**src/rtl/uart_tx_fifo_if.sv**
```systemverilog
// rtl/uart_tx_fifo_if.sv - handshake bundle between a byte producer, uart_tx_fifo and the UART transmitter
//
// Signals
//   wr_valid   producer presents wr_data
//   wr_data    byte to queue
//   wr_ready   FIFO can accept a byte (not full)
//   flush      discard all queued bytes that are not yet in flight
//   tx_start   transmit request, held until tx_busy is seen
//   tx_data    byte under transmission, stable while tx_start or tx_busy
//   tx_busy    transmitter busy
//   fifo_level queued byte count, 0..DEPTH
//   idle       FIFO empty and sequencer idle
// Modports
//   slave  - the FIFO side (uart_tx_fifo)
//   master - the environment side (producer plus transmitter)

interface uart_tx_fifo_if #(
  parameter int DEPTH  = 16,
  parameter int DATA_W = 8
);
  localparam int LVL_W = $clog2(DEPTH) + 1;

  logic              wr_valid;
  logic [DATA_W-1:0] wr_data;
  logic              wr_ready;
  logic              flush;
  logic              tx_start;
  logic [DATA_W-1:0] tx_data;
  logic              tx_busy;
  logic [LVL_W-1:0]  fifo_level;
  logic              idle;

  modport slave (
    input  wr_valid, wr_data, flush, tx_busy,
    output wr_ready, tx_start, tx_data, fifo_level, idle
  );

  modport master (
    output wr_valid, wr_data, flush, tx_busy,
    input  wr_ready, tx_start, tx_data, fifo_level, idle
  );
endinterface

```
**src/rtl/uart_tx_fifo.sv**
```systemverilog
// rtl/uart_tx_fifo.sv - byte FIFO and start/busy sequencer feeding a UART transmitter
//
// Purpose
//   Queues bytes from a valid/ready producer in a circular buffer and hands
//   them one at a time to the transmitter through a held tx_start request,
//   paced by tx_busy, so producers can burst without tracking the transmitter.
// Parameters
//   DEPTH   FIFO entries (power of two, >= 2)
//   DATA_W  byte width
// Ports
//   clk        system clock, rising edge
//   reset_n    asynchronous active-low reset
//   bus        uart_tx_fifo_if.slave: wr_valid/wr_data/wr_ready, flush,
//              tx_start/tx_data/tx_busy, fifo_level, idle
//   ovf_count  (only with UART_TX_FIFO_OVF_CNT_EN) saturating count of
//              writes attempted while full
// Build option
//   UART_TX_FIFO_OVF_CNT_EN  adds the ovf_count output and its counter

module uart_tx_fifo #(
  parameter int DEPTH  = 16,
  parameter int DATA_W = 8
) (
  input  logic          clk,
  input  logic          reset_n,
  uart_tx_fifo_if.slave bus
`ifdef UART_TX_FIFO_OVF_CNT_EN
  ,
  output logic [7:0]    ovf_count
`endif
);

  localparam int AW = $clog2(DEPTH);
  localparam int PW = AW + 1;

  typedef enum logic [1:0] {
    S_IDLE      = 2'd0,
    S_START     = 2'd1,
    S_WAIT_DONE = 2'd2
  } state_t;

  state_t state;
  state_t state_nx;

  logic [DATA_W-1:0] mem [DEPTH];

  // Pointers carry one extra bit so full and empty differ only in the MSB;
  // both wrap naturally modulo 2*DEPTH.
  logic [PW-1:0]     wr_ptr;
  logic [PW-1:0]     rd_ptr;
  logic [PW-1:0]     level;
  logic              full;
  logic              empty;
  logic              push;
  logic              pop;
  logic [DATA_W-1:0] tx_data_q;

  assign level = wr_ptr - rd_ptr;
  assign empty = (wr_ptr == rd_ptr);
  assign full  = (wr_ptr[AW] != rd_ptr[AW]) &&
                 (wr_ptr[AW-1:0] == rd_ptr[AW-1:0]);

  // Flush beats a same-cycle write; wr_ready comes from registered pointers,
  // so a write in the cycle a full FIFO pops is still refused.
  assign push = bus.wr_valid && !full && !bus.flush;

  always_ff @(posedge clk) begin
    if (push) begin
      mem[wr_ptr[AW-1:0]] <= bus.wr_data;
    end
  end

  always_ff @(posedge clk or negedge reset_n) begin
    if (!reset_n) begin
      wr_ptr <= '0;
      rd_ptr <= '0;
    end else if (bus.flush) begin
      wr_ptr <= '0;
      rd_ptr <= '0;
    end else begin
      if (push) begin
        wr_ptr <= wr_ptr + PW'(1);
      end
      if (pop) begin
        rd_ptr <= rd_ptr + PW'(1);
      end
    end
  end

  always_ff @(posedge clk or negedge reset_n) begin
    if (!reset_n) begin
      state <= S_IDLE;
    end else begin
      state <= state_nx;
    end
  end

  // tx_start is held through START rather than pulsed because the
  // transmitter may only look at it on its baud tick.
  always_comb begin
    state_nx = state;
    pop      = 1'b0;
    case (state)
      S_IDLE: begin
        if (!empty && !bus.tx_busy) begin
          pop      = 1'b1;
          state_nx = S_START;
        end
      end
      S_START: begin
        if (bus.tx_busy) begin
          state_nx = S_WAIT_DONE;
        end
      end
      S_WAIT_DONE: begin
        if (!bus.tx_busy) begin
          state_nx = S_IDLE;
        end
      end
      default: begin
        state_nx = S_IDLE;
      end
    endcase
  end

  // The popped byte is latched so tx_data stays stable for the whole
  // transfer, even if a flush or further writes move the pointers.
  always_ff @(posedge clk or negedge reset_n) begin
    if (!reset_n) begin
      tx_data_q <= '0;
    end else if (pop) begin
      tx_data_q <= mem[rd_ptr[AW-1:0]];
    end
  end

  assign bus.wr_ready   = !full;
  assign bus.tx_start   = (state == S_START);
  assign bus.tx_data    = tx_data_q;
  assign bus.fifo_level = level;
  assign bus.idle       = empty && (state == S_IDLE);

`ifdef UART_TX_FIFO_OVF_CNT_EN
  // Counts refused writes, flush cycles included; cleared by reset only.
  always_ff @(posedge clk or negedge reset_n) begin
    if (!reset_n) begin
      ovf_count <= 8'h00;
    end else if (bus.wr_valid && full && (ovf_count != 8'hFF)) begin
      ovf_count <= ovf_count + 8'd1;
    end
  end
`endif

endmodule

```
**src/flat_wrapper.sv**
```systemverilog
// flat-port wrapper written by rule: the top's interface ports become plain ports
module uart_tx_fifo_flat 
#(
  parameter int DEPTH  = 16,
  parameter int DATA_W = 8
)
  (clk, reset_n, bus_wr_valid, bus_wr_data, bus_flush, bus_tx_busy, bus_wr_ready, bus_tx_start, bus_tx_data, bus_fifo_level, bus_idle);
  uart_tx_fifo_if #(.DEPTH(DEPTH), .DATA_W(DATA_W)) bus_i ();
  input  logic clk;
  input  logic reset_n;
  input wire logic [$bits(bus_i.wr_valid)-1:0] bus_wr_valid;
  input wire logic [$bits(bus_i.wr_data)-1:0] bus_wr_data;
  input wire logic [$bits(bus_i.flush)-1:0] bus_flush;
  input wire logic [$bits(bus_i.tx_busy)-1:0] bus_tx_busy;
  output wire logic [$bits(bus_i.wr_ready)-1:0] bus_wr_ready;
  output wire logic [$bits(bus_i.tx_start)-1:0] bus_tx_start;
  output wire logic [$bits(bus_i.tx_data)-1:0] bus_tx_data;
  output wire logic [$bits(bus_i.fifo_level)-1:0] bus_fifo_level;
  output wire logic [$bits(bus_i.idle)-1:0] bus_idle;
  assign bus_i.wr_valid = bus_wr_valid;
  assign bus_i.wr_data = bus_wr_data;
  assign bus_i.flush = bus_flush;
  assign bus_i.tx_busy = bus_tx_busy;
  assign bus_wr_ready = bus_i.wr_ready;
  assign bus_tx_start = bus_i.tx_start;
  assign bus_tx_data = bus_i.tx_data;
  assign bus_fifo_level = bus_i.fifo_level;
  assign bus_idle = bus_i.idle;
  uart_tx_fifo #(.DEPTH(DEPTH), .DATA_W(DATA_W)) u_core (.clk(clk), .reset_n(reset_n), .bus(bus_i));
endmodule
```
**config.mk**
```make
export PLATFORM = sky130hd
export DESIGN_NAME = uart_tx_fifo_flat
export DESIGN_NICKNAME = d
export VERILOG_FILES = /design/src/rtl/uart_tx_fifo_if.sv /design/src/rtl/uart_tx_fifo.sv /design/src/flat_wrapper.sv
export SDC_FILE = /design/constraint.sdc
export NUM_CORES = 1
export LEC_CHECK = 0
export ABC_CLOCK_PERIOD_IN_PS = 5270
export BUFFER_PORTS_ARGS = -buffer_cell sky130_fd_sc_hd__buf_2
export CAP_MARGIN = 20
export CORE_MARGIN = 5
export CORE_UTILIZATION = 57
export DETAILED_ROUTE_END_ITERATION = 6
export PLACE_DENSITY = 0.75
export REMOVE_ABC_BUFFERS = 1
export SETUP_SLACK_MARGIN = 0.05
export SYNTH_ARGS = -nofsm -noshare
export SYNTH_HDL_FRONTEND = slang
export SYNTH_SLANG_ARGS = --single-unit
```
**constraint.sdc**
```tcl
create_clock -name clk -period 5.27 [get_ports clk]
set_clock_uncertainty 0.15 [all_clocks]
set_input_delay 0.7905 -clock clk [delete_from_list [all_inputs] [get_ports clk]]
set_output_delay 0.7905 -clock clk [all_outputs]
set_load 0.01 [all_outputs]
```
==> flow_metrics.tcl <==
set metrics [dict create \
    fin_setup_tns_ns 0 \
    yosys_register_bits 148 \
    numPortBuffers 28 \
    final_cell_mix "edfxtp_1 (128), buf_2 (28), nor2_1 (20), mux4_1 (20), dfrtp_1 (19)" \
    cts_tree "done" \
    synthCells 324 \
    path_clk_slew_ns 0.06 \
    netlist-cell-type-count 39 \
    rows 37 \
    critPathKind "reg2reg" \
    r2r-start "u_core.rd_ptr[3]" \
    grt_max_degree 37 \
    reg2regPathDepth 7 \
    rrSetupSlack_ns 1.75 \
    num-nets-final 386 \
    finalHoldViolations 0 \
    die_y_um 113.5 \
    cts_sinks 148 \
    p_leak_nw 2.387 \
    setup_viol 0 \
    status "completed" \
    max_slew_margin 0.4582 \
    grt_usage 0.2072 \
    layout_commonest_cell "edfxtp_1" \
    dieArea_um2 12880 \
    detail_route.iter0.violations 279 \
    synth_edf_count 128 \
    worstPathMaxFanout 36 \
    rsz0062_at_grt "false" \
    core_um2 10370 \
    ctsHoldBuffers 0 \
    h-tree-depth 4 \
    final_antenna_net_count 0 \
    critPathLaunchType "flip-flop" \
    drt_first_pass_iters 4 \
    fin_crit_sh 0.6677 \
    peakVddDrop_mv 0.2419 \
    cts_buffers 17 \
    clockBufferDepth 2 \
    ctsResizeCount 0 \
    dp_hpwl_mm 7.803 \
    reg2reg_to "u_core.mem[15][0]" \
    drc 0 \
    layout-drive-gt1-share 0.2293 \
    diodes 0 \
    arrival_ns 3.53 \
    drv_cap 0 \
    synth.largest_area_cell "edfxtp_1" \
    power.density_nw_per_um2 444.4 \
    grt_pass1_wl_mm 19.16 \
    async_flop_share 0.1351 \
    grt_pass1_vias 3262 \
    overflow 0 \
    vias_per_cell 6.141 \
    cts-root-buf "clkbuf_8" \
    crit_required_ns 5.28 \
    wl_per_cell_um 24.06 \
    syn_area_um2 6106 \
    synth-seq-area-share 0.7115 \
    synth_area_leaders "edfxtp_1 (63%), mux4_1 (8.6%), dfrtp_1 (8.2%)" \
    synthToLayoutAreaGrowth_pct 14.67 \
    dieWidth_um 113.5 \
    start_util 0.5888 \
    pin_count 29 \
    power.total_w 0.003112 \
    vias 3138 \
    wl_mm 12.30 \
    antenna_found_initial 0 \
    insertion_delay_ns 0.53 \
    slew_viol_final 0 \
    synthDominantCellAreaShare 0.6295 \
    gp_congestion 0.7997 \
    fin_crit_ns 3.519 \
    hold_path_class "in2async" \
    postCtsSetupBuffers 0 \
    synth_ff_type "edfxtp_1" \
    fmax_mhz 284.2 \
    yosys_warnings 0 \
    worst_pin_slew_ns 0.8097 \
    cp-end-kind "flip-flop" \
    synth.avg_cell_area_um2 18.85 \
]
per-stage QoR:
step	hold slack, ns	std cells	cell area (um^2)	util	setup slack (ns)
floorplan	0.3449	310	6013	-	1.652
global placement	0.4118	480	6370	0.6143	1.958
detailed placement	0.4226	480	6370	0.6143	1.830
CTS	0.04215	511	7002	0.6752	1.769
global route	0.08186	511	7002	0.6752	1.538
finish	0.05027	511	7002	0.6752	1.751
final cells by class:
cell class,instances,area [um^2]
Clock buffer,19,421.7
Inverter,10,37.54
Fill cell,675,3368
Tap cell,136,170.2
Sequential cell,148,4345
Multi-Input combinational cell,152,1632
Timing Repair Buffer,34,185.2
Clock inverter,12,210.2
Yosys cell counts, types with 3 or more instances:
master      n
edfxtp_1  128
dfrtp_1    20
mux4_1     20
nor2_1     20
o22ai_1    16
a21oi_1    12
mux4_2     12
inv_1      10
nand2_1    10
ha_1        9
xnor2_1     9
mux2_2      8
buf_6       4
clkbuf_1    4
nand2b_1    4
nor3_1      4
a211oi_1    3
o21ai_0     3
layer usage:
metal,part of all wire,GRT usage
met2,0.47,0.3059
met5,0,0
met3,0.067,0.05729
met4,0.018,0.07612
met1,0.45,0.2990
critical path, stage by stage, from the launching register on:
cell	delay [ns]
dfrtp_1	0.32
buf_4	0.43
inv_1	0.09
ha_1	0.36
and4_1	0.31
a211oi_1	0.57
nand2_1	0.23
nor2_1	0.68
cell families after synthesis:
family,after synthesis,share of synthesized area
XOR/XNOR,12,0.01844
adder cells (fa/ha/maj),10,0.02172
AND/OR/NAND/NOR,46,0.03463
multiplexers,41,0.1467
buffers and inverters,24,0.02131
AO/OA/AOI/OAI,43,0.04570
flip-flops,148,0.7115
power breakdown:
part | switching (W) | internal (W) | total (W) | leakage [nW]
Combinational | 0.000249 | 0.000209 | 0.000458 | 0.676
Sequential | 0.0000402 | 0.00132 | 0.00136 | 1.40
Clock | 0.000435 | 0.000855 | 0.00129 | 0.308
Total | 0.000724 | 0.00239 | 0.00311 | 2.39
how the worst max path moves through the flow:
stage | start | end | slack [ns] | depth (start not counted)
floorplan | u_core.rd_ptr[0] | u_core.mem[3][0] | 1.65 | 5
global route | u_core.rd_ptr[3] | u_core.mem[8][1] | 1.54 | 7
CTS | u_core.rd_ptr[3] | u_core.mem[13][5] | 1.77 | 7
global placement | u_core.rd_ptr[3] | u_core.mem[12][2] | 1.96 | 7
detailed placement | u_core.rd_ptr[3] | u_core.mem[15][5] | 1.83 | 7
finish | u_core.rd_ptr[3] | u_core.mem[15][0] | 1.75 | 7
sequential cells by signal, indices dropped and copies added (netlist names):
name                cells
u_core.wr_ptr           5
u_core.bus.tx_data      8
u_core.mem            128
u_core.state            2
u_core.rd_ptr           5
Power figures use the tool's default switching activity.
